--- src/rtl/vdp_write_ctrl.sv ---
// Host write scheduler: assembles byte writes into 16-bit words, queues them,
// and drains them to the name/tile RAM write ports only while blank is high.
module vdp_write_ctrl #(
    parameter int FIFO_DEPTH = 4
) (
    input  logic        dot_clk,
    input  logic        reset,
    input  logic        host_we,
    input  logic [1:0]  host_reg,
    input  logic [7:0]  host_data,
    output logic        host_ready,
    output logic        overflow,
    output logic        idle,
    input  logic        blank,
    output logic [11:0] ram_addr,
    output logic [15:0] ram_data,
    output logic        name_we,
    output logic        tile_we
);
    localparam int PW = $clog2(FIFO_DEPTH);
    localparam logic [PW-1:0] PTR_ONE  = (PW)'(1);
    localparam logic [PW:0]   CNT_ONE  = (PW+1)'(1);
    localparam logic [PW:0]   CNT_FULL = (PW+1)'(FIFO_DEPTH);

    typedef struct packed {
        logic        target;
        logic [11:0] addr;
        logic [15:0] data;
    } wr_entry_t;

    wr_entry_t      fifo [FIFO_DEPTH];
    logic [PW-1:0]  wr_ptr, rd_ptr;
    logic [PW:0]    count;

    logic [11:0] addr;
    logic        target;
    logic        noinc;
    logic [7:0]  dlo;

    logic        full, commit, push, pop;
    logic [11:0] push_addr, addr_inc;
    wr_entry_t   head;

    assign full   = (count == CNT_FULL);
    assign commit = host_we && (host_reg == 2'd3);
    assign push   = commit && !full;
    assign pop    = blank && (count != '0);
    assign head   = fifo[rd_ptr];

    // Tile RAM is 2K words: bit 11 is forced low and the address wraps at 2047.
    assign push_addr = target ? {1'b0, addr[10:0]} : addr;
    assign addr_inc  = target ? {1'b0, addr[10:0] + 11'd1} : addr + 12'd1;

    assign host_ready = !full;
    assign idle       = (count == '0) && !name_we && !tile_we;

    always_ff @(posedge dot_clk or posedge reset) begin
        if (reset) begin
            addr     <= '0;
            target   <= 1'b0;
            noinc    <= 1'b0;
            dlo      <= '0;
            overflow <= 1'b0;
        end else if (host_we) begin
            case (host_reg)
                2'd0: addr[7:0] <= host_data;
                2'd1: begin
                    addr[11:8] <= host_data[3:0];
                    target     <= host_data[7];
                    noinc      <= host_data[6];
                    overflow   <= 1'b0;
                end
                2'd2: dlo <= host_data;
                default: begin
                    // A rejected commit leaves the address untouched.
                    if (full)        overflow <= 1'b1;
                    else if (!noinc) addr     <= addr_inc;
                end
            endcase
        end
    end

    always_ff @(posedge dot_clk or posedge reset) begin
        if (reset) begin
            wr_ptr <= '0;
            rd_ptr <= '0;
            count  <= '0;
        end else begin
            if (push) wr_ptr <= wr_ptr + PTR_ONE;
            if (pop)  rd_ptr <= rd_ptr + PTR_ONE;
            case ({push, pop})
                2'b10:   count <= count + CNT_ONE;
                2'b01:   count <= count - CNT_ONE;
                default: count <= count;
            endcase
        end
    end

    // Storage needs no reset; occupancy is tracked by the pointers.
    always_ff @(posedge dot_clk) begin
        if (push) fifo[wr_ptr] <= '{target: target, addr: push_addr, data: {host_data, dlo}};
    end

    always_ff @(posedge dot_clk or posedge reset) begin
        if (reset) begin
            name_we  <= 1'b0;
            tile_we  <= 1'b0;
            ram_addr <= '0;
            ram_data <= '0;
        end else begin
            name_we <= pop && !head.target;
            tile_we <= pop && head.target;
            if (pop) begin
                ram_addr <= head.addr;
                ram_data <= head.data;
            end
        end
    end

endmodule

--- config.mk ---
export PLATFORM = sky130hd
export DESIGN_NAME = vdp_write_ctrl
export DESIGN_NICKNAME = d
export VERILOG_FILES = /design/src/rtl/vdp_write_ctrl.sv
export SDC_FILE = /design/constraint.sdc
export NUM_CORES = 1
export LEC_CHECK = 0
export CAP_MARGIN = 20
export CORE_ASPECT_RATIO = 1.25
export CORE_MARGIN = 2
export CORE_UTILIZATION = 54
export DETAILED_ROUTE_END_ITERATION = 16
export HOLD_SLACK_MARGIN = 0.08
export MAX_ROUTING_LAYER = met4
export PLACE_DENSITY = 0.74
export SETUP_SLACK_MARGIN = 0.2
export SLEW_MARGIN = 15
export SYNTH_ARGS = -nofsm -noshare
export SYNTH_HDL_FRONTEND = slang
export SYNTH_SLANG_ARGS = --single-unit
--- constraint.sdc ---
create_clock -name dot_clk -period 2.5 [get_ports dot_clk]
set_input_delay 0.5 -clock dot_clk [delete_from_list [all_inputs] [get_ports dot_clk]]
set_output_delay 0.5 -clock dot_clk [all_outputs]
set_load 0.005 [all_outputs]
==> results by group <==
Run status
  – Status: complete, no violations

Floorplanning
  – Die H: approximately 130 um
  – Area of the core: 12800 um2
  – Boundary Pins: 47
  – FP Rows: between 40 and 50
  – Full die area: between 10000 and 15000 um2
  – Initial Util: 55.9%
  – Die width: 107 um

GRT
  – GRT overflow: 0
  – Initial antenna violation count: 0
  – Overall routing resource usage: 20.8%
  – Vias in the first global route: 3888
  – Largest net degree at the start of global routing: 32
  – Global-route wire length before repair: 21300 um

Drt
  – Via density: slightly below 6
  – Total Wirelength: 13200 um
  – Routed vias: around 3700
  – Initial DRC Count: 282
  – Final ANT Viol Nets: 0
  – First-pass DRT Iterations: 4
  – # DRC: 0
  – Drt wl/cell: 20.7 um

Yosys
  – Mapped Cells: approximately 380
  – Share of the synthesized area in the top cell type: roughly half
  – Largest cells by area after synthesis: edfxtp_1 (49%), dfrtp_1 (21%), mux4_2 (9.2%)
  – Post-synthesis sequential area ratio: 69.8%
  – Cell variety after synth: 54
  – Cell taking the most area after synthesis: edfxtp_1
  – #FFs+latches synth: approximately 180
  – Synthesized area per cell: 18.6 um2
  – Warnings from Yosys: 0
  – Syn Nets: 409
  – Mapped cell area: 7140 um2

Placement
  – Placed cell areas: 7940 um2
  – Final RePlAce weighted congestion: 0.809
  – Placed insts: 603
  – Final HPWL DP: approximately 7700 um
  – IO buf count: 46
  – Setup WS pre-CTS: 0.000560 ns

Clock network
  – Clk buf depth: 2
  – Clk slew on worst S/H paths: 0.07 ns
  – Root Buffer: clkbuf_16
  – CTS buffer count: 17
  – H-tree Lvls: 4
  – CTS tree: yes
  – Latest clock arrival within the worst-skew pair: 0.42 ns
  – Clock sink count: 176

Final layout
  – Fill cell count: between 800 and 900
  – Area of the multi-input gates: 2020 um2
  – Final Util: ~67%
  – P&R area growth vs syn: 20.3%
  – Nets: 480
  – Finished Layout Cells: 636
  – Final Instance Area: approximately 8600 um2
  – Commonest non-fill, non-tap cells in the layout: edfxtp_1 (116), dfrtp_1 (58), clkdlybuf4s50_1 (45), mux4_2 (29), mux2_4 (28)
  – # diodes: 0
  – Register area: 4990 um2
  – Share of cells above drive strength 1: 29.1%
  – Commonest non-fill, non-tap cell in the layout: edfxtp_1

Setup path
  – CP max stage cell: dfrtp_2
  – WP buf/inv: 2
  – Critical path data required time: 2.00 ns
  – CP max FO: 5
  – Crit. End Element: output pin
  – CP Data Arrival Time: 1.67 ns
  – Worst-path cell chain: nor3b_4 > inv_2 > clkdlybuf4s50_1
  – Setup CP Type: reg -> out
  – CP delay by family, top: buffers and inverters
  – Slowest stage delay, CP: 0.46 ns
  – Critical Path Start Type: flip-flop

STA
  – Max_slew headroom: ~58%
  – Peak Freq: 461 MHz
  – # setup viols final: 0
  – Endpoints failing hold: 0
  – RSZ-0062 raised after global routing: no
  – Period utilization: 86.7%
  – Setup TNS Final: 0 ns
  – Final worst slack: 0.331 ns
  – Min Hold Slack: 0.487 ns
  – Tmin final: around 2.2 ns
  – Actual slew at the worst max-slew pin: 0.625 ns
  – Final Max Tran Viols: 0
  – Post-Route Skew: 0.0148 ns

Pwr
  – Final Power: 9.60 mW
  – Peak supply drop: 578 uV
  – Leakage: 3.21 nW
  – PD cells: 1120 nW/um2

Run
  – Max Cap Viol: 0

Min path
  – Hold Path Class: in -> async
[per-layer routing]
metal  vias up  global-route usage [%]  wire length [um]
li1       1640                       -                 -
met5         -                       -                 0
met3        16                    4.29               568
met4         0                    10.2               239
met2       118                    33.2              6900
met1      1897                    25.3              5460
[where the power goes]
group / switching, mW / internal (mW)
clock: 1.04 / 1.71
sequential: 0.444 / 3.77
combinational: 1.02 / 1.62
total: 2.50 / 7.10
[cells by family after synthesis]
kind of cell | after synthesis | share of synthesized area (%)
buf+inv | 28 | 1.98
simple gates | 55 | 4.75
compound gates | 37 | 3.47
xor+xnor | 6 | 0.736
flops | 176 | 69.8
fa+ha+maj | 11 | 2.03
mux | 71 | 17.2
[layout make-up]
class,instances,area share [%]
multi-input cells,180,23.6
flip-flops and latches,176,58.1
clock inverters,9,1.50
inverters,14,0.612
clock buffers,23,5.80
well taps,168,2.45
repair buffers,66,7.97
[worst register-to-register path, delay by kind of cell (launching register included)]
| kind | cells | cell delay [ns] |
|---|---|---|
| buf+inv | 3 | 0.21 |
| simple gates | 3 | 0.57 |
| fa+ha+maj | 2 | 0.55 |
| flops | 1 | 0.46 |
| xor+xnor | 2 | 0.30 |
[synth_stat cells, drive strengths merged]
| cell type | instances |
|---|---|
| mux2 | 38 |
| buf | 9 |
| a221oi | 1 |
| a211oi | 1 |
| o41ai | 2 |
| clkbuf | 5 |
| o22ai | 1 |
| xor2 | 2 |
| nand4 | 2 |
| fa | 1 |
| nor2b | 2 |
| a22o | 2 |
| o221a | 1 |
| o31a | 1 |
| nand3 | 6 |
| o21ai | 10 |
| ha | 10 |
| or2 | 1 |
| xnor2 | 4 |
| or3 | 2 |
| nand2 | 12 |
| or4b | 1 |
| a32oi | 1 |
| or4 | 2 |
| inv | 14 |
| o31ai | 2 |
| nor3b | 4 |
| and3b | 1 |
| a31o | 2 |
| nor3 | 3 |
| and3 | 4 |
| edfxtp | 116 |
| nor4 | 2 |
| a21o | 1 |
| mux2i | 4 |
| nor2 | 7 |
| nand3b | 1 |
| and2 | 4 |
| nand2b | 1 |
| mux4 | 29 |
| dfrtp | 60 |
| a21oi | 12 |
[timing repair]
action	in CTS	in global routing
setup endpoints to repair	2	2
hold buffers	0	0
pin swaps	0	1
resized for setup	3	2
buffers inserted	0	1
[final timing paths]
check | startpoint | endpoint | slack (ns) | depth (start not counted)
worst max-delay path | count[0]$_DFFE_PP0P_ | host_ready | 0.33 | 3
worst max register to register | count[0]$_DFFE_PP0P_ | count[2]$_DFFE_PP0P_ | 0.35 | 10
max in group asynchronous | reset | addr[4]$_DFFE_PP0P_ | 1.40 | 3
min in group dot_clk | ram_addr[3]$_DFFE_PP0P_ | ram_addr[3]$_DFFE_PP0P_ | 0.51 | 1
worst min-delay path | reset | ram_data[6]$_DFFE_PP0P_ | 0.49 | 2
worst min register to register | ram_addr[3]$_DFFE_PP0P_ | ram_addr[3]$_DFFE_PP0P_ | 0.51 | 1
[flip-flops by register name, summed over array words and instances, names as in the netlist, 2 cells and up]
register / count
ram_data: 16
rd_ptr: 2
ram_addr: 12
count: 3
fifo: 116
dlo: 8
wr_ptr: 2
addr: 12
Power figures use the tool's default switching activity.
